## config.mk

```make
export PLATFORM = sky130hd
export DESIGN_NAME = bpsk_frame_unpacker
export DESIGN_NICKNAME = d
export VERILOG_FILES = /design/src/rtl/bpsk_frame_unpacker.sv
export SDC_FILE = /design/constraint.sdc
export NUM_CORES = 1
export LEC_CHECK = 0
export CORE_MARGIN = 2
export CORE_UTILIZATION = 57
export CTS_BUF_LIST = sky130_fd_sc_hd__clkbuf_8
export CTS_CLUSTER_SIZE = 16
export DETAILED_ROUTE_END_ITERATION = 10
export PLACE_DENSITY = 0.82
export SLEW_MARGIN = 10
export SYNTH_ARGS = -nofsm -noshare
export SYNTH_HDL_FRONTEND = slang
export SYNTH_SLANG_ARGS = --single-unit
export TNS_END_PERCENT = 1
```

## constraint.sdc

```tcl
create_clock -name CLK -period 11.77 [get_ports CLK]
set_clock_uncertainty 0.05 [all_clocks]
set_input_delay 3.531 -clock CLK [delete_from_list [all_inputs] [get_ports CLK]]
set_output_delay 3.531 -clock CLK [all_outputs]
set_load 0.05 [all_outputs]
```

## src/rtl/bpsk_frame_unpacker.sv

```systemverilog
// bpsk_frame_unpacker
//   Takes 128-bit demapped blocks from the BPSK demapper and holds them in a
//   small circular buffer. It looks for a frame header (sync word plus a
//   length byte) and streams the frame payload as bytes, MSB-first.
//
//   Ports:
//     CLK           clock
//     RST           synchronous reset, active-low
//     valid_i       one-cycle pulse; din holds a complete block
//     din[127:0]    demapped block, bit 127 = first received bit
//     dout[7:0]     payload byte (0 when valid_o is low)
//     valid_o       dout valid
//     ready_i       downstream accepts dout
//     frame_start   high with the first payload byte of a frame
//     frame_end     high with the last payload byte of a frame
//     overflow      sticky: a block was dropped because the buffer was full
//     sync_err_cnt  saturating count of discarded non-header blocks
//     busy          frame in progress or buffer non-empty
//
//   Output handshake: a byte transfers on every CLK edge where
//   valid_o && ready_i. valid_o, dout, frame_start and frame_end come only
//   from registers, never from ready_i. Once valid_o is raised, dout holds
//   until the byte is accepted or RST is asserted.
module bpsk_frame_unpacker #(
    parameter logic [15:0] SYNC_WORD = 16'hA5C3,
    parameter int          BUF_DEPTH = 2,
    parameter int          CNT_W     = 8
) (
    input  logic             CLK,
    input  logic             RST,
    input  logic             valid_i,
    input  logic [127:0]     din,
    output logic [7:0]       dout,
    output logic             valid_o,
    input  logic             ready_i,
    output logic             frame_start,
    output logic             frame_end,
    output logic             overflow,
    output logic [CNT_W-1:0] sync_err_cnt,
    output logic             busy
);

    localparam int PTR_W = (BUF_DEPTH > 1) ? $clog2(BUF_DEPTH) : 1;
    localparam logic [PTR_W:0] FULL_LVL = (PTR_W + 1)'(BUF_DEPTH);

    typedef enum logic {HUNT, PAYLOAD} state_t;

    state_t           state;
    logic [127:0]     mem [BUF_DEPTH];
    logic [PTR_W-1:0] wr_ptr;
    logic [PTR_W-1:0] rd_ptr;
    logic [PTR_W:0]   fill;
    logic [3:0]       idx;
    logic [7:0]       remaining;
    logic             first;

    logic             empty;
    logic             full;
    logic [127:0]     head;
    logic [127:0]     head_shifted;
    logic             hdr_valid;
    logic             accept;
    logic             pop;
    logic             push;
    logic             drop;

    assign empty     = (fill == '0);
    assign full      = (fill == FULL_LVL);
    assign head      = mem[rd_ptr];
    assign hdr_valid = (head[127:112] == SYNC_WORD) && (head[111:104] != 8'd0);

    // Byte idx of the head block is moved to the top so it can be sliced off.
    assign head_shifted = head << {idx, 3'b000};

    assign valid_o     = (state == PAYLOAD) && !empty;
    assign dout        = valid_o ? head_shifted[127:120] : 8'h00;
    assign frame_start = valid_o && first;
    assign frame_end   = valid_o && (remaining == 8'd1);
    assign busy        = (state != HUNT) || !empty;

    assign accept = valid_o && ready_i;

    // The head block leaves the buffer when it is rejected in HUNT, or once
    // its last useful byte is accepted (end of frame or end of block).
    assign pop = ((state == HUNT) && !empty && !hdr_valid) ||
                 (accept && ((remaining == 8'd1) || (idx == 4'd15)));

    // A pop in the same cycle frees a slot, so a full buffer can still accept.
    assign push = valid_i && (!full || pop);
    assign drop = valid_i && full && !pop;

    // Block storage needs no reset: fill alone decides what is valid.
    always_ff @(posedge CLK) begin
        if (push) begin
            mem[wr_ptr] <= din;
        end
    end

    always_ff @(posedge CLK) begin
        if (!RST) begin
            state        <= HUNT;
            wr_ptr       <= '0;
            rd_ptr       <= '0;
            fill         <= '0;
            idx          <= 4'd0;
            remaining    <= 8'd0;
            first        <= 1'b0;
            overflow     <= 1'b0;
            sync_err_cnt <= '0;
        end else begin
            if (push) begin
                wr_ptr <= wr_ptr + PTR_W'(1);
            end
            if (pop) begin
                rd_ptr <= rd_ptr + PTR_W'(1);
            end
            case ({push, pop})
                2'b10:   fill <= fill + (PTR_W + 1)'(1);
                2'b01:   fill <= fill - (PTR_W + 1)'(1);
                default: fill <= fill;
            endcase
            if (drop) begin
                overflow <= 1'b1;
            end

            case (state)
                HUNT: begin
                    if (!empty) begin
                        if (hdr_valid) begin
                            // Header stays at the head; payload starts at byte 3.
                            state     <= PAYLOAD;
                            idx       <= 4'd3;
                            remaining <= head[111:104];
                            first     <= 1'b1;
                        end else if (sync_err_cnt != '1) begin
                            sync_err_cnt <= sync_err_cnt + CNT_W'(1);
                        end
                    end
                end
                PAYLOAD: begin
                    if (accept) begin
                        remaining <= remaining - 8'd1;
                        first     <= 1'b0;
                        if (remaining == 8'd1) begin
                            state <= HUNT;
                            idx   <= 4'd0;
                        end else begin
                            // Wraps from 15 to 0 as the frame moves to the next block.
                            idx <= idx + 4'd1;
                        end
                    end
                end
                default: state <= HUNT;
            endcase
        end
    end

endmodule
```

* Word level (Yosys, flattened, before mapping)
Memory sizes are Yosys's and may differ from the RTL's. A register that Yosys moved wholly into a read port is not among the register bits.
Index checks and enable logic that the tools add are counted.
Widths: inputs -> output; s select.
** Storage, ports and cells
- Memories :: 1
- Output and inout port bits :: 21
- Register bits :: 27
- Bits in writable memories :: 256
** Cells by class
- Bitwise logic cells :: 3
- Reduce and logical (&&, ||, !) cells :: 24
- Multiplexer cells :: 24
- Shift-type cells :: 1
- Equality and inequality tests :: 10
- Add/subtract/negate cells :: 7
** Memory list
- mem :: depth 2, width 128, read ports 1, clocked after memory_dff 1, write ports 1, line 49 : logic [127:0] mem [BUF_DEPTH];
** Operator list (number)
- $shl 128x7->128 :: 1
- $mux 8 :: 4
- $eq 16x16->1 const B :: 1
- $mux 4 :: 4
- $pmux 8 s2 :: 1
- $logic_and 1x1->1 :: 11
- $mux 1 :: 11
- $add 8x1->8 const B :: 1
- $eq 8x1->1 const B :: 1
- $ne 8x8->1 const B :: 1
- $pmux 4 s2 :: 1
- $reduce_bool 8->1 :: 1
- $sub 8x1->8 const B :: 1
- $add 4x1->4 const B :: 1
- $eq 2x2->1 const B :: 2
- $eq 4x4->1 const B :: 1
- $logic_not 1->1 :: 4
- $logic_or 1x1->1 :: 4
- $ne 2x2->1 const B :: 2
- $pmux 1 s2 :: 2
- $pmux 2 s2 :: 1
- $reduce_and 4->1 :: 1
- $not 1->1 :: 3
- $reduce_and 3->1 :: 1
- other kinds (7) :: 8

* Depth between registers and ports, before layout
Gate-level depths: netlist of the first run.
- Word-level depth :: 10
- Gate-level depth with buffers :: 11
- Depth with buffers taken out :: 10

* Worst setup path before layout of the first run
OpenSTA, ideal clock, no wires.
- Path type :: input to register
- From :: input port ready_i
- To :: memory mem[0][0], enable pin
- Stages :: 5
- Slack :: 1724 ps
- Arrival time :: 9378 ps
- Library setup time :: 617 ps
- Cell sequence :: nand2_1 -> a21oi_1 -> or3b_2 -> o21ai_1 -> nor2_1
** On the way
- Longest elaborated chain between the ends :: 7
** Ends and longest elaborated chain
- start, declared :: line 35 : input logic ready_i,
- $logic_and 1x1->1 :: line 81 : assign accept = valid_o && ready_i;
- $logic_and 1x1->1 :: line 86 : (accept && ((remaining == 8'd1) || (idx == 4'd15)));
- $logic_or 1x1->1 :: line 85 : assign pop = ((state == HUNT) && !empty && !hdr_valid) ||
- $logic_or 1x1->1 :: line 89 : assign push = valid_i && (!full || pop);
- $logic_and 1x1->1 :: line 89
- $mux 1 :: line 94 : if (push) begin
- $mux 1 (implied by the code) :: line 95 : mem[wr_ptr] <= din;
- end, declared :: line 49
No other way between the ends.

==> impl_results.md, run 1 <==
- IO Pins: 153
- CTS resizes: 0
- Clock-pin slew on the worst setup and hold paths: 0.06 ns
- Die Span X: 146 microns
- Clock Sinks: 284
- VDD IR max: 0.0913 mV
- # nets final: just over 900
- DRT Pass-1 Iters: 7
- Asr flop ratio synth: 0%
- GRT overflow: 0
- Row count: 52
- Achievable Freq: 0.128 GHz
- Overall power: 2.39 mW
- Top Metal Used: met4
- Final cycle utilization of the critical path: 66.2%
- Die area: 21400 sq um
- CP Data Arrival Time: 4.22 ns
- Clock buffer count from CTS: 43
- Clk buf depth: 3
- Max-cap violations: 0
- Synth Instances: about 620
- Vias in the first global route: approximately 7000
- Sequential fraction of the synthesis area: 71.4%
- Status: finished, final reports clean
- Layout cells sized above 1: 17.5%
- Clock period minus worst slack: 7.80 ns
- Number of synthesized register bits: 284
- Setup crit end kind: primary output
- Met1 WL: 9150 microns
- Vias: 6517
- Drt first-iter violations: 594
- Skew-Pair Late Insertion Delay: 0.55 ns
- IO Port Bufs: between 150 and 200
- HP Class: flip-flop to flip-flop
- CP Launch Type: flip-flop
- Max Slew Vio Count: 0
- CTS Hold Bufs: 0
- Pleak: approximately 4.6 nW
- Global-route wire length before repair: 38000 microns
- Critical path peak fanout: between 50 and 60
- Syn. warnings: 0
- Post-route insts no fill: roughly 1100
- GPL Wtd Cong: ~0.82
- Critical Setup Path Class: flip-flop to primary output
- Top-area cell type share of the netlist area: 66.6%
- # diodes: 0
- Power per cell area: around 170 nW/um^2
- Slew @ Worst Pin: 1.03 ns
- Drt total wl: 24500 microns
- Main area contributors after synthesis: edfxtp_1, mux4_2, dfxtp_1
- DR WL/cell: between 20 and 25 microns
- Area Overhead vs Synth: 22.0%
- Vias/cell: 5.94
- Routed Antenna Nets: 0
- Post-synth EDFFs: 256
- Overall routing resource usage: 23.3%
- Met2 WL: 12700 microns
- Htree depth: 2
- Initial Util: 57.6%
- Unique masters post-synth: 53
- Yosys top cell by area: edfxtp_1
- Syn Std Cell Area: 11600 sq um
- Synth Flop Type: edfxtp_1
- RSZ-0062 raised after global routing: no
- CTS tree: done
- Post-Syn Nets: 760
- Core area: 20000 sq um
- Setup TNS: 0 ns
- Die height: 146 microns
- Required @ worst endpoint: 8.19 ns
- Placed cell count: 1018
- DRC: 0
- Initial antenna violation count: 0
- Root Buffer: clkbuf_8
- Slew HR: 31.1%
- Worst Reg-to-Reg Cells: 9
- Hpwl dp: roughly 17000 microns
- Post-CTS repair timing setup buffer count: 0
- Post-synthesis area per instance: 18.5 sq um
- Count of final hold-check violations: 0
- Met3 wire len: 1810 microns
- Final setup violating endpoints: 0
- Hold path depth: 2
- Largest net degree at the start of global routing: a little under 80
==> worst paths after layout <==
path	startpoint	endpoint	slack, ns
max	flip-flop	dout[1]	3.97
min	first	first	0.41
max reg2reg	flip-flop	mem[1][65]	6.73
min reg2reg	first	first	0.41
==> synthesized netlist by cell type (all sizes together), types with 2 or more instances <==
cell / n
a22oi: 2
nor4: 7
mux4: 70
inv: 7
o21ai: 11
dfxtp: 28
nor2b: 8
and2: 6
a21oi: 18
o311ai: 3
ha: 5
xnor2: 2
buf: 18
mux2i: 20
or3: 4
or4: 6
a31oi: 5
nand3: 10
a211oi: 15
mux2: 3
and3: 3
clkbuf: 17
nand2b: 6
nor2: 20
nor3: 2
edfxtp: 256
a22o: 8
nor4bb: 2
o211ai: 2
nand4: 13
nand2: 32
==> flip-flops by register name, summed over array words and instances, names as in the netlist, named ones only <==
| signal | cells |
|---|---|
| wr_ptr | 1 |
| state | 1 |
| fill | 2 |
| mem | 256 |
| first | 1 |
| remaining | 8 |
| sync_err_cnt | 8 |
| overflow | 1 |
| idx | 4 |
| rd_ptr | 1 |
==> cell type report <==
cell class	count	area [sq um]
fill	1273	5950
timing repair buffer	160	1580
tap	270	338
sequential	284	8250
inverter	8	30.0
clock buffer	43	592
clock inverter	37	206
multi-input combinational	296	3090
==> routing by layer <==
layer  track usage, %  vias to the layer above
li1                 -                     2912
met1             30.2                     3238
met2             39.6                      314
met3             4.31                       53
met4             9.37                        0
met5                0                        -
==> through the flow <==
step | hold slack, ns | util, % | worst slack [ns] | cell area (sq um)
6_report | 0.407 | 70.3 | 3.97 | 14100
5_1_grt | 0.436 | 70.3 | 3.72 | 14100
2_1_floorplan | 0.382 | - | 1.72 | 11600
4_1_cts | 0.410 | 70.3 | 3.89 | 14100
3_5_place_dp | 0.402 | 66.3 | 4.37 | 13300
3_3_place_gp | 0.391 | 66.3 | 4.50 | 13300
==> worst max-delay path: stages, from the launching register on <==
cell	delay [ns]
dfxtp_4	0.79
buf_4	0.74
mux4_2	0.61
mux4_2	0.53
a22o_1	0.25
clkdlybuf4s50_1	0.71
==> logic make-up after synthesis <==
| group | count (synthesis) | synth area share [%] |
|---|---|---|
| flip-flops | 284 | 71.4 |
| AND/OR/NAND/NOR | 125 | 5.88 |
| multiplexers | 93 | 15.7 |
| AO/OA/AOI/OAI | 70 | 4.31 |
| buffers and inverters | 43 | 1.96 |
| adder cells (fa/ha/maj) | 5 | 0.542 |
| XOR/XNOR | 3 | 0.228 |
==> cells in the final DEF, fill, tap and decap left out, types with 3 or more instances in the layout <==
cell,n
edfxtp_1,256
clkdlybuf4s50_1,152
mux4_2,70
clkbuf_8,43
nand2_1,32
dfxtp_1,25
inv_1,23
mux2i_1,20
nor2_1,18
a21oi_1,18
a211oi_1,15
nand4_1,13
clkinv_1,13
nand3_1,10
nor2b_1,8
a22o_1,8
buf_4,8
nor4_1,6
or4_1,6
o21ai_1,6
nand2b_1,6
a31oi_1,5
o21ai_0,5
ha_1,5
and2_1,4
or3_1,4
and3_1,3
o311ai_2,3
clkinvlp_4,3
clkinv_2,3
==> where the power goes <==
part           internal, mW  switching, mW
registers              1.17         0.0593
logic                 0.230          0.187
clock network         0.386          0.361
Note: power is estimated with default switching activity, not from simulation.
==> run 2: changes to the inputs <==
clock period = 7.8 ns   (was 11.77 ns; I/O delays follow)
==> run 2 against run 1 <==
  * First-iteration DRC count is 7.9% lower
  * Clock power increased by 54%
  * Core utilization up 0.19 points
  * Count of clock-buffer cells in the layout rose by 2
  * Worst setup slack got worse by 2.8 ns
  * Die area stayed put
  * Final area grew 0.28%
  * Power up 52%
  * Hold slack improved by 0.021 ns
  * Critical path type unchanged
  * Critical endpoint is now dout[3]
  * Highest routed layer unchanged
==> impl_results.md, run 2 (synthesis gave the netlist of run 1 again) <==
- Hpwl dp: 16300 microns
- GPL Wtd Cong: 0.849
- Core area: 20000 sq um
- Final worst slack: approximately 1.2 ns
- Max-cap violations: 0
- Required @ worst endpoint: 5.41 ns
- IO Port Bufs: 152
- Die Span X: between 100 and 150 microns
- Fin util: between 70% and 80%
- Power per cell area: 258 nW/um^2
- Int Power: ~2.7 mW
- Pre-CTS setup slack: 1.52 ns
- Slew HR: 25.0%
- Comb power frac: 16.9%
- Critical path peak fanout: 63
- Root Buffer: clkbuf_8
- Largest net degree at the start of global routing: 86
- Top Registers: mem: 256 flops, remaining: 8 flops, sync_err_cnt: 8 flops
- R2R Path Start: state
- CTS resizes: 0
- Die area: 21400 sq um
- CP Launch Type: flip-flop
- Overall routing resource usage: 23.3%
- Max Slew Vio Count: 0
- Commonest cells after routing, fill and taps aside: edfxtp_1, clkdlybuf4s50_1, mux4_2
- Slew @ Worst Pin: ~1.1 ns
- HP Class: flip-flop to flip-flop
- Vias/cell: 5.96
- Post-CTS repair timing setup buffer count: 0
- Leading cell type in the layout, fill and taps excluded: edfxtp_1
- Layout cells sized above 1: 18.4%
- Net Sw Frac: about a quarter
- Critical Setup Path Class: flip-flop to primary output
- Drt total wl: 24400 microns
- Count of final hold-check violations: 0
- Drt first-iter violations: 547
- Seq pwr share: between 50% and 60%
- CTS tree: done
- CTS Hold Bufs: 0
- RSZ-0062 raised after global routing: no
- Flop2flop setup slack: approximately 3.4 ns
- Worst Reg-to-Reg Cells: 9
- Clock power share: 31.7%
- Final setup violating endpoints: 0
- Clock buffer count from CTS: 44
- Global-route wire length before repair: 37800 microns
- DRC: 0
- Initial antenna violation count: 1
- Area Overhead vs Synth: 22.3%
- Skew-Pair Late Insertion Delay: 0.55 ns
- GRT overflow: 0
- Pleak: 4.58 nW
- Clock-pin slew on the worst setup and hold paths: 0.06 ns
- CP Data Arrival Time: 4.25 ns
- Htree depth: 2
- VDD IR max: 0.153 mV
- Setup crit end kind: primary output
- Largest register FFs: 256
- Final cycle utilization of the critical path: 85.1%
- Clk buf depth: 3
- Die height: 146 microns
- Row count: 52
- Achievable Freq: 0.151 GHz
- Status: finished, final reports clean
- Vias in the first global route: 6952
- Biggest register: mem
- R2R Path End: mem[1][94]
- DRT Pass-1 Iters: 5
- Worst setup path end: dout[3]
- Setup TNS: 0 ns
- Routed Antenna Nets: 0
- IO Pins: between 150 and 200
- Initial Util: between 50% and 60%
- Clock Sinks: 284
- Clock period minus worst slack: 6.64 ns
- # nets final: 931
- DR WL/cell: 22.2 microns
- Vias: between 6000 and 7000
- Net switching power: ~900 uW
-- run 2: cell count changes in the layout (fill, tap and decap cells not counted), sizes merged --
cell      delta
clkinv       +6
clkinvlp     -1
clkbuf       +2
diode        +1
inv          -7
-- run 2: power groups by stage --
stage / logic (mW) / registers [mW] / clock network, mW
after floorplan: 0.497 / 1.85 / 0
after global placement: 0.596 / 1.90 / 0
after detailed placement: 0.613 / 1.91 / 0
after CTS: 0.617 / 1.88 / 1.18
after global routing: 0.654 / 1.89 / 1.24
final: 0.614 / 1.87 / 1.15
-- run 2: final cells by class --
class | instances | area (sq um)
Fill cell | 1296 | 5910
Clock inverter | 35 | 203
Inverter | 8 | 30.0
Sequential cell | 284 | 8250
Timing Repair Buffer | 160 | 1590
Tap cell | 270 | 338
Antenna cell | 1 | 2.50
Clock buffer | 45 | 619
Multi-Input combinational cell | 296 | 3090
-- run 2: layer usage --
metal / global-route usage, % / routed length (microns) / vias to the layer above
met2: 39.4 / 12700 / 289
met5: 0 / 0 / -
met1: 30.0 / 9360 / 3298
met3: 5.06 / 1660 / 46
met4: 8.88 / 728 / 0
li1: - / - / 2921
-- run 2: worst min path at each step --
stage / start / end / slack, ns / cells after the start
4_1_cts: sync_err_cnt[6] / sync_err_cnt[6] / 0.43 / 2
3_5_place_dp: rd_ptr / flip-flop / 0.42 / 2
3_3_place_gp: first / first / 0.39 / 2
2_1_floorplan: first / first / 0.38 / 2
5_1_grt: first / first / 0.47 / 2
6_report: sync_err_cnt[6] / sync_err_cnt[6] / 0.43 / 2
-- run 2: metrics by stage --
step	power (mW)	hold slack, ns	instance area, sq um	cells
after floorplan	2.35	0.382	11600	623
after global placement	2.50	0.389	13300	1017
after detailed placement	2.52	0.420	13300	1017
after CTS	3.68	0.433	14100	1097
after global routing	3.79	0.472	14100	1099
final	3.64	0.428	14100	1099
-- run 2: critical path, stage by stage, from the launching register on --
cell and delay [ns]:
dfxtp_4 0.96, buf_4 0.59, mux4_2 0.59, mux4_2 0.54
a22o_1 0.27, clkdlybuf4s50_1 0.71
